==> src/rtl/serial_adder.sv <==
// Bit-serial adder: one full-adder cell, one result bit per clock, WIDTH+1 busy cycles.
// Define SERIAL_ADDER_SUB_EN to add a sub input selecting a-b instead of a+b.
module serial_adder #(
  parameter int WIDTH = 8
) (
  input  logic             clk,
  input  logic             rst_n,
  input  logic             start,
`ifdef SERIAL_ADDER_SUB_EN
  input  logic             sub,
`endif
  input  logic [WIDTH-1:0] a,
  input  logic [WIDTH-1:0] b,
  output logic             busy,
  output logic             done,
  output logic [WIDTH-1:0] sum,
  output logic             carry
);

  localparam int CW = $clog2(WIDTH);

  localparam logic [1:0] IDLE = 2'd0;
  localparam logic [1:0] RUN  = 2'd1;
  localparam logic [1:0] DONE = 2'd2;

  logic [1:0]       state;
  logic [WIDTH-1:0] opa;
  logic [WIDTH-1:0] opb;
  logic [WIDTH-1:0] res;
  logic             cy;
  logic [CW-1:0]    cnt;

  logic [WIDTH-1:0] b_in;
  logic             cy_init;

  // {carry, sum} of a half-adder cell
  function automatic logic [1:0] ha(input logic x, input logic y);
    return {x & y, x ^ y};
  endfunction

  logic [1:0] h1;
  logic [1:0] h2;
  logic       fa_s;
  logic       fa_c;
  logic       last;

  assign h1   = ha(opa[0], opb[0]);
  assign h2   = ha(h1[0], cy);
  assign fa_s = h2[0];
  assign fa_c = h1[1] | h2[1];
  assign last = (cnt == CW'(WIDTH - 1));

`ifdef SERIAL_ADDER_SUB_EN
  // Subtract as a + ~b + 1; the +1 enters through the carry flop.
  assign b_in    = sub ? ~b : b;
  assign cy_init = sub;
`else
  assign b_in    = b;
  assign cy_init = 1'b0;
`endif

  always_ff @(posedge clk or negedge rst_n) begin
    if (!rst_n) begin
      state <= IDLE;
      opa   <= '0;
      opb   <= '0;
      res   <= '0;
      cy    <= 1'b0;
      cnt   <= '0;
    end else begin
      unique case (1'b1)
        (state == IDLE): begin
          if (start) begin
            opa   <= a;
            opb   <= b_in;
            cy    <= cy_init;
            cnt   <= '0;
            state <= RUN;
          end
        end
        (state == RUN): begin
          res <= {fa_s, res[WIDTH-1:1]};
          opa <= opa >> 1;
          opb <= opb >> 1;
          cy  <= fa_c;
          cnt <= cnt + 1'b1;
          if (last) state <= DONE;
        end
        (state == DONE): begin
          state <= IDLE;
        end
        default: begin
          state <= IDLE;
        end
      endcase
    end
  end

  assign busy  = (state == RUN) || (state == DONE);
  assign done  = (state == DONE);
  assign sum   = res;
  assign carry = cy;

endmodule

==> config.mk <==
export PLATFORM = sky130hd
export DESIGN_NAME = serial_adder
export DESIGN_NICKNAME = d
export VERILOG_FILES = /design/src/rtl/serial_adder.sv
export SDC_FILE = /design/constraint.sdc
export NUM_CORES = 1
export LEC_CHECK = 0
export CAP_MARGIN = 20
export CORE_MARGIN = 3
export CORE_UTILIZATION = 50
export DETAILED_ROUTE_END_ITERATION = 7
export GPL_TIMING_DRIVEN = 0
export MAX_ROUTING_LAYER = met4
export PLACE_DENSITY_LB_ADDON = 0.12
export SLEW_MARGIN = 20
export SYNTH_ARGS = -nofsm -noshare
export SYNTH_HDL_FRONTEND = slang
export SYNTH_SLANG_ARGS = --single-unit
==> constraint.sdc <==
create_clock -name clk -period 1.9 [get_ports clk]
set_clock_uncertainty 0.15 [all_clocks]
set_input_delay 0.38 -clock clk [delete_from_list [all_inputs] [get_ports clk]]
set_output_delay 0.38 -clock clk [all_outputs]
set_load 0.05 [all_outputs]
### After elaboration in Yosys (flattened, before gate mapping)

Cells that the tools add are included.

| cells by class | value |
|---|---|
| reductions and logical operators | 5 |
| multiplexer cells | 11 |
| eq/ne operators | 5 |
| $add $sub $neg | 1 |
| bitwise gates (word level) | 5 |

Operators by type and width:

| kind | number |
|---|---|
| one-hot mux 8 bit (2 select lines) | 2 |
| two-way mux 8 bit | 2 |
| one-hot mux 3 bit (2 select lines) | 1 |
| two-way mux 2 bit | 2 |
| != test 2 bit (second input constant) | 2 |
| one-hot mux 2 bit (2 select lines) | 1 |
| AND reduction 2 bit | 2 |
| adder 3 x 1 -> 3 bit (second input constant) | 1 |
| equality test 3 bit (second input constant) | 1 |
| two-way mux 3 bit | 1 |
| bitwise AND 1 bit | 2 |
| equality test 2 x 1 -> 1 bit (second input constant) | 1 |
| equality test 2 bit (second input constant) | 1 |
| zero test 2 bit | 1 |
| one-hot mux 1 bit (2 select lines) | 1 |
| nonzero test 2 bit | 1 |
| XOR 1 bit | 2 |
| logical OR 1 bit | 1 |
| two-way mux 1 bit | 1 |
| bitwise OR 1 bit | 1 |

| storage, ports and cells | value |
|---|---|
| input port bits | 19 |
| output and inout bits | 11 |
| word-level logic and storage cells | 33 |
| register bits | 30 |

### Longest topological paths before layout

Gate-level depths: netlist of run 1.

| depth | value |
|---|---|
| word-level depth | 4 |
| depth in mapped cells | 7 |
| mapped depth without buffers | 5 |

### Worst setup path before layout of run 1

No wires, ideal clock.

| timing | value |
|---|---|
| kind | register to register |
| start | register cy (netlist: carry) |
| end | register res[7] (netlist: sum[7]) |
| setup time | 0.128 ns |
| period minus slack after synthesis | 1.610 ns |
| cell stages (with the launch flop) | 4 |
| path buffers | 0 |
| slack | 0.290 ns |
| required time | 1.622 ns |
| arrival time | 1.332 ns |
| cell sequence | dfrtp_1 -> inv_1 -> fa_1 -> o21ai_0 |

| between the ends | value |
|---|---|
| word-level cells in the longest chain between the ends | 1 |

Ends and longest elaborated chain:

| item | RTL line | RTL |
|---|---|---|
| from (decl) | 30 | `logic cy;` |
| from (signal assigned) | 76 | `cy <= cy_init;` |
| XOR 1 bit | 38 | `return {x & y, x ^ y};` |
| to (signal assigned) | 82 | `res <= {fa_s, res[WIDTH-1:1]};` |
| to (decl) | 29 | `logic [WIDTH-1:0] res;` |

Every way passes these cells.
A chain may end at the register's enable or synchronous reset.

### Worst setup path in the final report of run 1

| timing | value |
|---|---|
| start | register state[0] |
| end | output busy |

| between the ends | value |
|---|---|
| word-level cells in the longest chain between the ends | 2 |
| elaborated cells between the ends (all ways) | 3 |
| classes of those cells | eq/ne: 2; reduce/logical: 1 |

Ends and longest elaborated chain:

| item | RTL line | RTL |
|---|---|---|
| from (decl) | 26 | `logic [1:0] state;` |
| from (signal assigned) | 64 | `state <= IDLE;` |
| from (signal assigned) | 78 | `state <= RUN;` |
| from (signal assigned) | 87 | `if (last) state <= DONE;` |
| equality test 2 x 1 -> 1 bit or equality test 2 bit (tied branches) | 99 | `assign busy = (state == RUN) \|\| (state == DONE);` |
| logical OR 1 bit (*) | 99 |  |
| to (decl) | 14 | `output logic busy,` |

Every way passes the cells marked *; elsewhere a longest branch is shown, timed or not.

==> results by group, run 1 <==
Timing
  • Final number of hold-violating endpoints: 0
  • Headroom to the max-slew limit: 55.74%
  • Period minus WS final: 1.791 ns
  • Max Freq: 558.4 MHz
  • Worst Slack Setup Final: 0.1090 ns
  • Final period util: 94.26%
  • Worst-margin pin slew: 0.6640 ns
  • Setup violators final: 0
  • RSZ-0062 raised after global routing: no
  • Slew Limit Fails: 0

Place
  • Dpl cells: 198
  • Port buffer count: 29
  • Half-perimeter wire length after placement: 2410 µm
  • Pre-CTS setup slack: -0.1621 ns
  • Final GP Congestion: 0.8261

Routing
  • Routed WL: 3378 µm
  • Drt drc: 0
  • Vias per cell: 5.647
  • First drt pass iteration count: 4
  • WL per Instance: 16.32 µm
  • Routed vias: 1169
  • DR iter-0 viols: 44
  • DRT antenna net count: 0

Logic synthesis
  • Synthesized area per cell: 11.20 µm²
  • Yosys top cell area share: 48.58%
  • Post-synthesis register bit count: 30
  • Synth area leaders: dfrtp_1 (49%), a221oi_2 (7.8%), mux2_2 (5.1%)
  • Seq/Total Area, Yosys: 48.58%
  • Mapped Nets: 164
  • Synth unique cells: 27
  • Yosys warnings: 0
  • Post-synth top area cell: dfrtp_1
  • Netlist area before placement: 1545 µm²
  • Mapped Cells: 138

Critical path
  • Slowest stage delay, CP: 0.40 ns
  • Worst-path maximum fanout: 4
  • Req. time, crit path: 1.37 ns
  • Crit-path cells: inv_1, ha_1, buf_6
  • Worst r2r path cells: 5
  • Nature of the critical path startpoint: flip-flop
  • Crit path arrival time: 1.26 ns
  • CP Capture Type: output pin
  • CP max-delay cell: dfrtp_1
  • Critical path class: reg2out

Finish
  • Nets: 201
  • # fillers: 235
  • Area Overhead vs Synth: 24.70%
  • Register Area: 750.7 µm²
  • Area used by multi-input combinational logic: 660.6 µm²
  • Diode count: 0
  • Layout cells sized above 1: 23.30%
  • Fin cells: 207

Min path
  • Hold Path Class: reg2reg
  • Hold Path Stages: 1

Power
  • Pwr/cell area: 1812 nW/µm²
  • Sw frac: 45.72%
  • Comb pwr share: 56.7%
  • Cell Int Power: 0.001895 W
  • Total chip power: 0.003491 W
  • Switching Power: 0.001596 W
  • Pleak: 0.9210 nW
  • Max VDD drop: 0.9449 mV
  • Clock share of power: 11.3%
  • Share of power burned in registers: 32.0%

Floorplanning
  • Die Ht: 61.59 µm
  • Io pins: 30
  • Initial cell density of the core: 54.17%
  • Die span in x: 61.59 µm
  • Die ar.: 3793 µm²
  • CORE AREA: 2853 µm²
  • FP Rows: 19

Clock tree
  • Clock buffer depth: 2
  • Clock Pin Slew Worst Setup and Hold Paths: 0.09 ns
  • Skew-Pair Late Insertion Delay: 0.33 ns
  • TritonCTS clock tree: built
  • Sink Count: 30
  • Clock root cell: clkbuf_4
  • CTS H-tree depth: 2
  • Num CTS Buffers: 5

Flow run
  • Max-capacitance violation count: 0

Outcome
  • Outcome: complete, no violations

GRT
  • Initial antenna violation count: 0
  • Total gr overflow: 0
  • First-pass GRT wire length: 5685 µm
  • Gr usage total: 21.78%
  • Vias in the first global route: 1235
  • Pin count of the biggest net entering global routing: 31
cell usage after synthesis:
cell and count:
dfrtp_1 30, inv_1 18, nor2_1 12, o22ai_1 12, a221oi_2 8, mux2_2 7
nand2_1 7, ha_1 6, o21ai_0 5, a21oi_1 4, buf_2 4, a221oi_1 3
buf_6 3, o221a_2 3, a22o_1 2, buf_4 2, nand3b_1 2, a2bb2oi_1 1
a31o_2 1, and2_4 1, and3_1 1, and3b_1 1, fa_1 1, mux2i_1 1
nand2b_1 1, nand2b_4 1, o22a_1 1
registers in the layout, summed over array words and instances, names as in the netlist:
name	count
state	2
opa	8
cnt	3
carry	1
opb	8
sum	8
path summary, 6_finish.rpt:
kind / start / end / slack [ns]
worst min register to register: cnt[0] / cnt[0] / 0.36
min in group asynchronous: rst_n / cnt[2] / 0.46
worst max-delay path: state[0] / busy / 0.11
worst max register to register: state[1] / cnt[1] / 0.16
max in group asynchronous: rst_n / opb[7] / 0.70
worst min-delay path: cnt[0] / cnt[0] / 0.36
per-stage QoR:
step	setup TNS [ns]	area [µm²]	hold slack, ns	utilization (%)
2_1_floorplan	0	1545	-0.06559	-
3_3_place_gp	-6.656	1874	0.3160	65.70
3_5_place_dp	-0.3641	1869	0.3026	65.53
4_1_cts	0	1924	0.3536	67.46
5_1_grt	0	1927	0.3740	67.54
6_report	0	1927	0.3569	67.54
worst max-delay path, delay by kind of cell, from the launching register on:
kind | cells | cell delay, ns
DFF | 1 | 0.40
adders and majority gates | 1 | 0.29
buffers and inverters | 2 | 0.23
cells in the final DEF, fill, tap and decap left out, drive strengths merged, types with 5 or more instances in the layout:
| cell type | Yosys | routed |
|---|---|---|
| inv | 18 | 18 |
| mux2 | 7 | 7 |
| buf | 9 | 12 |
| dfrtp | 30 | 30 |
| clkbuf | 0 | 7 |
| nor2 | 12 | 12 |
| o22ai | 12 | 12 |
| a221oi | 11 | 11 |
| clkdlybuf4s50 | 0 | 17 |
| ha | 6 | 6 |
| o21ai | 5 | 5 |
| dlygate4sd2 | 0 | 9 |
| nand2 | 7 | 7 |
repair_timing:
| action | in CTS | in global routing |
|---|---|---|
| pin swaps | 0 | 1 |
| hold buffers | 1 | 0 |
| endpoints found under the setup margin | 11 | 4 |
| endpoints found under the hold margin | 30 | 0 |
| buffers inserted | 0 | 0 |
| cloned | 0 | 0 |
| resized for setup | 17 | 6 |
power groups by stage:
| stage | clock, W | sequential (W) | combinational, W |
|---|---|---|---|
| 2_1_floorplan | 0 | 0.00137 | 0.00124 |
| 3_3_place_gp | 0 | 0.00111 | 0.00197 |
| 3_5_place_dp | 0 | 0.00113 | 0.00204 |
| 4_1_cts | 0.000415 | 0.00111 | 0.00197 |
| 5_1_grt | 0.000448 | 0.00116 | 0.00215 |
| 6_report | 0.000396 | 0.00112 | 0.00198 |
final cells by class:
cell class	instances	area share, %
timing repair buffer	30	14.55
clock inverter	1	0.2597
multi-input combinational	81	34.29
tap	31	2.013
inverter	18	3.506
sequential	30	38.96
buffer	9	3.571
clock buffer	7	2.857
cell families (layout without fill, tap and decap cells):
logic type,after synthesis,in the layout,synth area share (%)
DFF,30,30,48.58
muxes,8,8,5.749
and+or+nand+nor,26,26,8.421
buffers and inverters,27,65,8.825
AOI/OAI and AO/OA,40,40,22.27
adders and majority gates,7,7,6.154
routing by layer:
layer,wire length (µm),global-route usage (%),vias up
li1,-,-,575
met1,1496,26.23,553
met2,1605,32.14,34
met3,218,9.644,7
met4,58,8.182,0
met5,0,-,-
No activity file was read; power rests on OpenSTA's default activity.
==> inputs of run 2 (changes only) <==
Settings changed: CORE_UTILIZATION 50 to 51.
==> run 2 against run 1 <==
  * Critical path depth is the same
  * Clock-buffer cell count is the same
  * Largest power group unchanged
  * Worst hold slack lost 0.0043 ns
  * Highest routed layer unchanged
  * Global-route usage shrank 1.1 points
  * Utilization grew 0.74 points
  * Setup slack lost 0.027 ns
  * Sequential share of layout area shrank 0.10 points
  * Cell count grew 0.48%
==> results by group, run 2 (same netlist as run 1, synthesis figures left out) <==
Critical path
  • Critical path class: reg2out
  • CP max-delay cell: dfrtp_1
  • Nature of the critical path startpoint: flip-flop
  • Crit path arrival time: 1.29 ns
  • Reg2reg end: sum[2]
  • Req. time, crit path: 1.37 ns
  • CP Capture Type: output pin
  • Crit-path cells: inv_1, ha_1, clkbuf_4
  • Reg2Reg Setup Slack: 0.14 ns
  • Slowest stage delay, CP: 0.39 ns
  • Worst-path maximum fanout: 4
  • Critical R2R Launch: state[1]
  • Worst r2r path cells: 5

Power
  • Pwr/cell area: 1807 nW/µm²
  • Clock share of power: 11.6%
  • Pleak: 0.9224 nW
  • Cell Int Power: 0.001898 W
  • Max VDD drop: 1.092 mV
  • Switching Power: 0.001592 W
  • Share of power burned in registers: 31.5%
  • Sw frac: 45.61%
  • Total chip power: 0.003490 W
  • Comb pwr share: 56.8%

Floorplanning
  • Die Ht: 61.05 µm
  • Die ar.: 3726 µm²
  • FP Rows: 19
  • CORE AREA: 2829 µm²
  • Initial cell density of the core: 54.62%
  • Io pins: 30
  • Die span in x: 61.05 µm

GRT
  • Vias in the first global route: 1202
  • Initial antenna violation count: 0
  • Total gr overflow: 0
  • Pin count of the biggest net entering global routing: 31
  • First-pass GRT wire length: 5333 µm
  • Gr usage total: 20.67%

Routing
  • WL per Instance: 15.53 µm
  • DRT antenna net count: 0
  • Met3 wire len: 194 µm
  • Vias per cell: 5.639
  • Metal2 WL: 1556 µm
  • Routed WL: 3230 µm
  • DR iter-0 viols: 59
  • Drt drc: 0
  • Routed vias: 1173
  • Max Used Layer: met4
  • Wl on met1: 1423 µm
  • First drt pass iteration count: 4

Min path
  • Hold Path Class: reg2reg
  • Min-delay src: opa[7]
  • Hold Path Sink: opa[7]
  • Hold Path Stages: 2

Clock tree
  • Skew-Pair Late Insertion Delay: 0.34 ns
  • TritonCTS clock tree: built
  • Clock buffer depth: 2
  • Clock root cell: clkbuf_4
  • Num CTS Buffers: 5
  • Clock Pin Slew Worst Setup and Hold Paths: 0.10 ns
  • CTS H-tree depth: 2
  • Sink Count: 30

Timing
  • Final period util: 95.67%
  • Worst-margin pin slew: 0.6583 ns
  • RSZ-0062 raised after global routing: no
  • Setup violators final: 0
  • Slew Limit Fails: 0
  • Period minus WS final: 1.818 ns
  • Max Freq: 550.1 MHz
  • Final number of hold-violating endpoints: 0
  • Headroom to the max-slew limit: 56.11%

Place
  • Half-perimeter wire length after placement: 2312 µm
  • Final GP Congestion: 0.7727
  • Port buffer count: 29

Flow run
  • Max-capacitance violation count: 0

Finish
  • Post-layout util: 68.29%
  • Area Overhead vs Synth: 25.02%
  • Most frequent cells in the layout: dfrtp_1 (30), inv_1 (18), clkdlybuf4s50_1 (17)
  • Layout cells sized above 1: 23.73%
  • Nets: 202
  • Diode count: 0
  • Commonest non-fill, non-tap cell in the layout: dfrtp_1

Outcome
  • Outcome: complete, no violations
## run 2: power groups by stage
stage | Sequential [W] | Clock (W) | Combinational [W]
final | 0.00110 | 0.000407 | 0.00198
after global routing | 0.00114 | 0.000445 | 0.00216
after CTS | 0.00111 | 0.000411 | 0.00197
after detailed placement | 0.00112 | 0 | 0.00203
after global placement | 0.00111 | 0 | 0.00198
after floorplan | 0.00137 | 0 | 0.00124
## run 2: cell type report
| type | instances | area [µm²] |
|---|---|---|
| Timing Repair Buffer | 31 | 284.0 |
| Clock inverter | 1 | 5.005 |
| Sequential cell | 30 | 750.7 |
| Fill cell | 234 | 897.1 |
| Clock buffer | 7 | 55.05 |
| Buffer | 9 | 68.82 |
| Multi-Input combinational cell | 81 | 661.9 |
| Tap cell | 31 | 38.79 |
| Inverter | 18 | 67.56 |
## run 2: per-stage QoR
step	setup TNS, ns	setup slack [ns]	hold WS [ns]	area (µm²)	cells
floorplan	0	0.2898	-0.06559	1545	138
global placement	-5.860	-0.1897	0.3153	1874	198
detailed placement	-0.3068	-0.1749	0.3035	1869	198
CTS	0	0.003740	0.3497	1924	207
global route	0	0.005407	0.3662	1932	208
finish	0	0.08224	0.3526	1932	208
## run 2: repair_timing
action | 4_1_cts | 5_1_grt
hold buffers | 1 | 0
setup buffers | 0 | 1
endpoints found under the hold margin | 30 | 0
endpoints found under the setup margin | 11 | 3
resized for setup | 17 | 4
## run 2: routing by layer
| metal | up-vias | GRT usage (%) |
|---|---|---|
| met2 | 33 | 30.36 |
| met1 | 563 | 26.52 |
| met3 | 8 | 7.547 |
| li1 | 569 | - |
| met5 | - | - |
| met4 | 0 | 6.811 |
## run 2: critical path: cells and delay by family (launching register included)
kind / cells / cell delay (ns)
adders and majority gates: 1 / 0.24
DFF: 1 / 0.39
buffers and inverters: 2 / 0.33
## run 2: how the worst max path moves through the flow
stage,to,startpoint,cells after the start
after floorplan,sum[7],carry,3
after global placement,sum[4],rst_n,1
after detailed placement,busy,state[0],3
after CTS,done,state[0],3
after global routing,busy,state[1],3
final,busy,state[1],3
==> RTL change (settings of run 2) <==
Build with the macro `SERIAL_ADDER_SUB_EN` defined.
--- a/src/rtl/serial_adder.sv
+++ b/src/rtl/serial_adder.sv
@@ -1,4 +1,6 @@
 // Bit-serial adder: one full-adder cell, one result bit per clock, WIDTH+1 busy cycles.
 // Define SERIAL_ADDER_SUB_EN to add a sub input selecting a-b instead of a+b.
+`define SERIAL_ADDER_SUB_EN
+
 module serial_adder #(
   parameter int WIDTH = 8
Interface: changed (added sub); port bits go from 30 to 31. No check against the original RTL was run, so the function may have changed too.
==> RTL change against run 2 <==
Final cell count is 4.8% lower. Final area is 0.26% higher. Sequential cell count stayed put. Power is 1.4% higher. Routed wire length is 14% lower. First-iteration DRC count is 64% lower. Synthesized area is 1.1% lower. Worst setup slack worse by 0.015 ns. Critical path type unchanged. Highest routed layer unchanged.
==> RTL change: results (changes against run 2) <==
Outcome
  • Outcome: finished clean

Global routing
  • Largest net degree at the start of global routing: 31 (unchanged)
  • Initial antenna violation count: 0 (unchanged)
  • GR Util met2: 0.2962 (-0.007442)
  • Number of global-route vias before repair: 1048 (-13%)
  • Global Route Usage Sum: 0.1797 (-0.02699)
  • First-pass GRT wire length: 4567 um (-14%)
  • Met1 usage: 0.2005 (-0.06468)
  • GRT met3 Usage: 0.04468 (-0.03079)

Drt
  • Iter 0 DRT Violations: 21 (-64%)
  • Wire length per cell: 14.05 um (-9.6%)
  • Routed wl met3: 164 um (-15%)
  • Routed vias: 1047 (-11%)
  • Met2 WL post-DR: 1380 um (-11%)
  • Via-to-Cell Ratio: 5.288 (-6.2%)
  • Iteration count of the initial detailed-routing pass: 3 (-1)

Yosys
  • Syn nets: 152 (-7.3%)
  • Sequential element share of the synthesized area: 0.4914 (+0.005571)
  • Area contributors post-synth: dfrtp_1 (49%), mux2i_1 (9.8%), o21ai_2 (7.5%)
  • Syn_area_per_cell: 12.22 sq um (+9.1%)
  • Synth Area in Compound Gates: 0.1212 (-0.1015)
  • Cell variety after synth: 20 (-26%)
  • Xor and xnor area share after synthesis: 0.04586 (+0.04586)

STA
  • Relative slew margins: 0.5560 (-0.005172)
  • Worst Hold Slack: 0.3388 ns (-0.01382 ns)

Layout
  • Non-clk buf share: 0.1899 (+0.007280)
  • Multi-input gates: 85 (+4.9%)
  • Clock-cell share of area: 0.03295 (+0.001858)
  • Final #Nets: 193 (-4.5%)
  • Multi-input logic area: 700.7 sq um (+5.9%)
  • Share of layout cells above drive strength 1: 0.2695 (+0.03217)
  • Clock Buffer Count: 6 (-1)
  • Fraction of area in registers: 0.3876 (-0.001005)
  • Inverters: 4 (-14)

Placement
  • Placed Area: 1852 sq um (-0.94%)
  • GPL Wtd Cong: 0.7129 (-7.7%)
  • DP Worst Slack: -0.1678 ns (+0.007103 ns)

Power and ir drop
  • VDD IR max: 0.7634 mV (-30%)
  • Leakage: 0.9263 nW (+0.42%)
  • Switch share: 0.4491 (-0.006990)

Hold path
  • Hold path endpoint: opa[5]
  • Hold_sp: opa[5]

Critical path
  • Worst R2R End: opb[7]
  • R2R cell count: 6 (+1)

CTS
  • # resized after CTS: 18 (+1)

Die
  • Die area: 3688 sq um (-1.0%)
-- RTL change: cell count changes in the layout (fill, tap and decap cells not counted), moves of 8 or more --
cell / run 2 / this run
inv_1: 18 / 3
mux2i_1: 0 / 15
nand2_1: 7 / 20
o21ai_2: 0 / 13
nor2_1: 12 / 0
o22ai_1: 12 / 0
a221oi_2: 8 / 0
-- RTL change: how the worst max path moves through the flow --
stage             start      to  slack [ns]  cells after the start
4_1_cts        state[0]    done      0.0004                      3
2_1_floorplan     carry  sum[7]        0.25                      2
5_1_grt        state[1]  opa[1]      -0.004                      6
6_report       state[1]    busy        0.07                      3
3_5_place_dp   state[0]    busy       -0.17                      3
3_3_place_gp      rst_n  opb[3]       -0.18                      1
-- RTL change: power groups by stage --
stage                     Combinational, mW  Clock [mW]  Sequential, mW
after global placement                 1.98           0            1.13
final                                  2.01       0.405            1.12
after CTS                              1.96       0.415            1.13
after global routing                   2.18       0.439            1.17
after floorplan                        1.22           0            1.44
after detailed placement               2.04           0            1.15
